$ cat config.mk
export PLATFORM = sky130hd
export DESIGN_NAME = p_encoder
export DESIGN_NICKNAME = d
export VERILOG_FILES = /design/src/rtl/p_encoder_pkg.sv /design/src/rtl/p_encoder_core.sv /design/src/rtl/p_encoder.sv
export SDC_FILE = /design/constraint.sdc
export NUM_CORES = 1
export LEC_CHECK = 0
export ABC_AREA = 1
export BUFFER_PORTS_ARGS = -buffer_cell sky130_fd_sc_hd__buf_2
export CORE_AREA = 2 2 39 41
export DETAILED_ROUTE_END_ITERATION = 10
export DIE_AREA = 0 0 41 43
export PLACE_DENSITY = 0.44
export SLEW_MARGIN = 20
export SYNTH_ARGS = -nofsm -noshare
export SYNTH_HDL_FRONTEND = slang
export SYNTH_HIERARCHICAL = 1
export SYNTH_SLANG_ARGS = --single-unit
$ cat constraint.sdc
create_clock -name clk -period 0.8 [get_ports clk]
set_input_delay 0.08 -clock clk [delete_from_list [all_inputs] [get_ports clk]]
set_output_delay 0.08 -clock clk [all_outputs]
set_load 0.01 [all_outputs]
$ cat src/rtl/p_encoder_pkg.sv
// ---------------------------------------------------------------------------
// p_encoder_pkg
// Shared widths and the registered-result type for the 8-to-3 priority
// encoder. Only the request width and the result layout live here; the
// index width itself stays a localparam inside each module.
// ---------------------------------------------------------------------------
package p_encoder_pkg;

    localparam int unsigned REQ_W = 8;

    // Registered encoder result: valid flag plus encoded index.
    typedef struct packed {
        logic       v;
        logic [2:0] idx;
    } enc_result_t;

endpackage : p_encoder_pkg

$ cat src/rtl/p_encoder_core.sv
// ---------------------------------------------------------------------------
// p_encoder_core
// Purely combinational priority logic. The highest-numbered set bit of d
// wins. The result does not depend on any bit below the winner.
//
// Ports:
//   d   [7:0] in  : request vector, d[7] highest priority
//   idx [2:0] out : index of the highest set bit (0 when d is all zero)
//   any       out : high when at least one bit of d is set
// ---------------------------------------------------------------------------
module p_encoder_core
    import p_encoder_pkg::*;
(
    input  logic [REQ_W-1:0] d,
    output logic [2:0]       idx,
    output logic             any
);

    localparam int unsigned IDX_W = 3;

    // Highest bit first. The '?' positions are don't-cares, so bits below
    // the winner cannot change the result.
    always_comb begin
        idx = '0;
        any = 1'b0;
        casez (d)
            8'b1???????: begin idx = IDX_W'(7); any = 1'b1; end
            8'b01??????: begin idx = IDX_W'(6); any = 1'b1; end
            8'b001?????: begin idx = IDX_W'(5); any = 1'b1; end
            8'b0001????: begin idx = IDX_W'(4); any = 1'b1; end
            8'b00001???: begin idx = IDX_W'(3); any = 1'b1; end
            8'b000001??: begin idx = IDX_W'(2); any = 1'b1; end
            8'b0000001?: begin idx = IDX_W'(1); any = 1'b1; end
            8'b00000001: begin idx = IDX_W'(0); any = 1'b1; end
            default:     begin idx = '0;        any = 1'b0; end
        endcase
    end

endmodule : p_encoder_core

$ cat src/rtl/p_encoder.sv
// ---------------------------------------------------------------------------
// p_encoder
// Registered 8-to-3 priority encoder. d is sampled on every rising clk edge.
// There is no enable and no handshake. The outputs after edge n reflect d
// at edge n. Every output comes straight from a flop.
//
// Ports:
//   clk        in  : clock, rising edge active
//   rst_n      in  : asynchronous active-low reset; clears all outputs
//   d    [7:0] in  : request vector, d[7] highest priority
//   y0/y1/y2   out : encoded index bits (y0 = LSB), registered
//   v          out : registered "some bit of d was set"
// ---------------------------------------------------------------------------
module p_encoder
    import p_encoder_pkg::*;
(
    input  logic             clk,
    input  logic             rst_n,
    input  logic [REQ_W-1:0] d,
    output logic             y0,
    output logic             y1,
    output logic             y2,
    output logic             v
);

    localparam int unsigned IDX_W = 3;

    logic [IDX_W-1:0] w_idx;
    logic             w_any;
    enc_result_t      r_result;

    p_encoder_core u_core (
        .d   (d),
        .idx (w_idx),
        .any (w_any)
    );

    // Reset drops the outputs at once and discards any pending encoding.
    always_ff @(posedge clk or negedge rst_n) begin
        if (!rst_n) begin
            r_result <= '0;
        end else begin
            r_result.v   <= w_any;
            r_result.idx <= w_idx;
        end
    end

    assign y0 = r_result.idx[0];
    assign y1 = r_result.idx[1];
    assign y2 = r_result.idx[2];
    assign v  = r_result.v;

endmodule : p_encoder

==> results of run 1 <==
[logic make-up after synthesis]
| kind of cell | synth area share |
|---|---|
| compound gates | 0.0247 |
| buf+inv | 0.130 |
| flops | 0.494 |
| simple gates | 0.352 |
[stage by stage]
stage | setup WS [ns] | instance area (um^2) | setup TNS (ns) | instances | util
finish | 0.00598 | 327 | 0 | 60 | 0.236
global route | -0.0307 | 327 | -0.0681 | 60 | 0.236
CTS | -0.00622 | 320 | -0.0117 | 60 | 0.231
detailed placement | 0.108 | 288 | 0 | 56 | 0.208
global placement | 0.110 | 288 | 0 | 56 | 0.208
floorplan | 0.275 | 203 | 0 | 27 | -
[sequential cells by signal (all words and copies together) (netlist names)]
register,flops
y0,1
v,1
y1,1
y2,1
[layout by cell type, fill, tap and decap left out, drive strengths merged]
cell type     n
buf          13
inv           7
nor2          5
nand2         4
nand3         4
dfrtp         4
clkbuf        3
dlygate4sd3   1
a21oi         1
nor3          1
nand3b        1
[metal layers]
| layer | vias up | track usage |
|---|---|---|
| met4 | 0 | 0.0600 |
| met3 | 0 | 0.0157 |
| li1 | 115 | - |
| met5 | - | 0 |
| met2 | 10 | 0.0813 |
| met1 | 87 | 0.0769 |
[cell type report]
type / instances / area share
Timing Repair Buffer: 14 / 0.249
Tap cell: 16 / 0.0613
Multi-Input combinational cell: 16 / 0.234
Clock buffer: 3 / 0.0690
Inverter: 7 / 0.0805
Sequential cell: 4 / 0.307
[worst max path at each step]
stage,endpoint,slack (ns),cells after the start
after floorplan,v,0.27,4
after global placement,v,0.11,5
after detailed placement,v,0.11,5
after CTS,v,-0.006,1
after global routing,y2,-0.03,1
final,v,0.006,1
[timing repair]
item                                    in CTS  in global routing
endpoints found under the setup margin       2                  4
hold buffers                                 1                  0
gates resized for setup                      0                  1
hold endpoints to repair                     4                  0
[power breakdown]
group | switching, mW | internal (mW)
clock | 0.0779 | 0.168
sequential | 0.00158 | 0.211
combinational | 0.0409 | 0.0366
==> flow_summary.ini, run 1 <==
[global_routing]
gr-total-overflow = 0
grt_util_all_layers = 0.0622
grt_pass1_vias = 206
grt_pass1_wl_um = 738
grt_max_degree = 5
antenna_found_initial = 0

[sta]
setup_viol = 0
slew_headroom = 0.898
period_share = 0.993
rsz0062_at_grt = yes
min_period_ns = 0.794
hold_viol = 0
clock.fmax_ghz = 1.26
whs_ns = 0.0435
slew_viol_final = 0
tightest_slew_ns = 0.152

[synth]
netlist_top_cells_count = 6 x inv_1, 4 x dfrtp_1, 4 x nand2_1, 4 x nand3_1, 3 x nor2_1
seq_area_frac_synth = 0.494
syn_area_um2 = 203
synth-edff-count = 0
yosys.area.top_type = dfrtp_1
synth-main-ff-cell = dfrtp_1
yosysWarnings = 6
synth-async-reset-ratio = 1.00
synth_top_area_share = 0.494
syn_nets = 37
synth.most_common_cell = inv_1
syn-instance-count = 27
syn_area_per_cell_um2 = 7.51
synth.area.top_cells = dfrtp_1 49%, inv_1 11%, nand3_1 9.9%
yosys_register_bits = 4
synth.distinct_cells = 10

[cts]
clk_pin_slew_ns = 0.04
clock-sinks = 4
h-tree-depth = 1
cts_buffer_depth = 2
tritoncts = yes
postCtsSetupRepairBufs = 0
cts_buffers = 3
cts_root_buf = clkbuf_4

[cells_and_area]
fill_cells = 163
num_antenna_cells = 0
fin_nets = 56
area_growth_pct = 61.1
drive_above_1_share = 0.432
seqCellArea_um2 = 100
multi_input_area_um2 = 76.3

[route]
wl_met1_um = 201
drt_first_pass_iters = 2
top_layer_used = met3
viasPerCell = 3.53
drc = 0
post_drt_wl_per_cell_um = 7.37
wl_met2_um = 192
drt_iter0_drc = 1
wl_met3_um = 48
vias = 212
wl_um = 442
drtAntennaViolNets = 0

[setup_path]
critPathArrivalTime_ns = 0.71
cpMaxStageDelayCell = dfrtp_1
crit_path_start_kind = flip-flop
startpoint = v
crit_family = flip-flops
crit_fanout = 1
crit_type = flip-flop to primary output
worst-path-buf-inv = 1
cp.required_ns = 0.72
cpPeakStageDelay_ns = 0.36
endpoint_kind = primary output
crit_chain = buf_6

[worst_hold_path]
hold_end = v
holdPathStages = 2
hold_start = d[0]
hp-class = primary input to flip-flop

[pwr]
irDropWorstVdd_uv = 326
p_per_area_nw_per_um2 = 1640
power_mw = 0.536
p_leak_nw = 0.161

[placed_design]
gp_congestion = 0.743
portBuffers = 13
dp_hpwl_um = 369

[die]
fp.dieArea_um2 = 1760
io_pins = 14
die_w_um = 41
start_util = 0.146
fp.dieH_um = 43
core_um2 = 1380
placementRows = 14

[flow_run]
cap_violations = 0

[outcome]
status = finished clean
No activity file was read; power rests on OpenSTA's default activity.
==> run 2: changes to the inputs <==
--- a/config.mk
+++ b/config.mk
@@ -8,9 +8,10 @@
 export ABC_AREA = 1
 export BUFFER_PORTS_ARGS = -buffer_cell sky130_fd_sc_hd__buf_2
 export CORE_AREA = 2 2 39 41
+export CTS_CLUSTER_DIAMETER = 100
 export DETAILED_ROUTE_END_ITERATION = 10
 export DIE_AREA = 0 0 41 43
-export PLACE_DENSITY = 0.44
+export PLACE_DENSITY = 0.48
 export SLEW_MARGIN = 20
 export SYNTH_ARGS = -nofsm -noshare
 export SYNTH_HDL_FRONTEND = slang
==> flow_summary.ini, run 2 (synthesis gave the netlist of run 1 again) <==
[outcome]
status = complete, but fails checks
failed_checks = negative setup slack

[route]
drt_first_pass_iters = 4
drc = 0
drtAntennaViolNets = 0
post_drt_wl_per_cell_um = 7.40
viasPerCell = 3.70
vias = 222
drt_iter0_drc = 5
wl_um = 444

[sta]
min_period_ns = 0.804
hold_viol = 0
clock.fmax_ghz = 1.24
tightest_slew_ns = 0.156
rsz0062_at_grt = yes
period_share = 1.01
setup_viol = 1
setup_ws_ns = -0.00416
slew_viol_final = 0
whs_ns = 0.0432
slew_headroom = 0.895

[cells_and_area]
layout_common_cells = 13 x buf_2, 6 x inv_1, 4 x nand2_1, 4 x nand3_1, 4 x dfrtp_1
fin_nets = 56
final_util = 0.231
area_growth_pct = 58.0
drive_above_1_share = 0.432
fin_cells = 60
final_common_cell = buf_2
num_antenna_cells = 0
fill_cells = 155

[cts]
cts_buffers = 3
h-tree-depth = 1
cts_root_buf = clkbuf_4
tritoncts = yes
postCtsSetupRepairBufs = 0
clk_pin_slew_ns = 0.04
cts_buffer_depth = 2
clock-sinks = 4

[setup_path]
crit_path_start_kind = flip-flop
crit_family = flip-flops
critPathArrivalTime_ns = 0.72
crit_type = flip-flop to primary output
cp.required_ns = 0.72
cpMaxStageDelayCell = dfrtp_1
endpoint_kind = primary output
cpPeakStageDelay_ns = 0.36
worst-path-buf-inv = 1
crit_fanout = 1
crit_chain = buf_2

[placed_design]
gp_congestion = 0.750
place_worst_setup_slack_ns = 0.0982
dp_cells = 56
dp_hpwl_um = 364
portBuffers = 13

[global_routing]
grt_pass1_wl_um = 690
grt_pass1_vias = 213
grt_max_degree = 5
gr-total-overflow = 0
antenna_found_initial = 0
grt_util_all_layers = 0.0633

[flow_run]
cap_violations = 0

[pwr]
p_leak_nw = 0.158
irDropWorstVdd_uv = 308
p_per_area_nw_per_um2 = 1670
power_mw = 0.535

[die]
fp.dieArea_um2 = 1760
die_w_um = 41
core_um2 = 1380
placementRows = 14
io_pins = 14
start_util = 0.146
fp.dieH_um = 43

[worst_hold_path]
hp-class = primary input to flip-flop
==> run 2: cell count changes in the layout (fill, tap and decap cells not counted) <==
cell   delta
buf_2     +1
buf_6     -1
==> run 2: worst paths after layout <==
path	start	end	slack, ns	cells after the start
setup / recovery	v	v	-0.004	1
min in group asynchronous	rst_n	y1	0.18	2
hold / removal	d[0]	v	0.04	2
max in group asynchronous	rst_n	y2	0.50	2
==> run 2: per-layer routing <==
layer	wire length (um)	global-route usage	vias to the layer above
li1	-	-	116
met1	166	0.0450	95
met2	212	0.0938	11
met3	66	0.0366	0
met4	0	0.0800	0
met5	0	0	-
==> run 2: metrics by stage <==
stage | area (um^2) | TNS (ns)
after floorplan | 203 | 0
after global placement | 288 | 0
after detailed placement | 288 | 0
after CTS | 320 | -0.00315
after global routing | 320 | -0.0515
final | 320 | -0.00416
==> run 2: cell type report <==
cell class	instances	area, um^2	share of cell area
multi-input cells	16	76.3	0.238
inverters	7	26.3	0.0820
flip-flops and latches	4	100	0.313
clock buffers	3	22.5	0.0703
repair buffers	14	75.1	0.234
well taps	16	20.0	0.0625
==> run 2: repair_timing <==
item,in CTS,in global routing
hold buffers,1,0
pin swaps,0,0
resized for setup,0,0
endpoints found under the setup margin,1,4
hold endpoints to repair,4,0
==> run 2: where the power goes <==
group | internal (mW) | total [mW] | switching [mW]
combinational | 0.0365 | 0.0768 | 0.0404
sequential | 0.211 | 0.212 | 0.00130
clock | 0.167 | 0.245 | 0.0778
total | 0.415 | 0.534 | 0.119
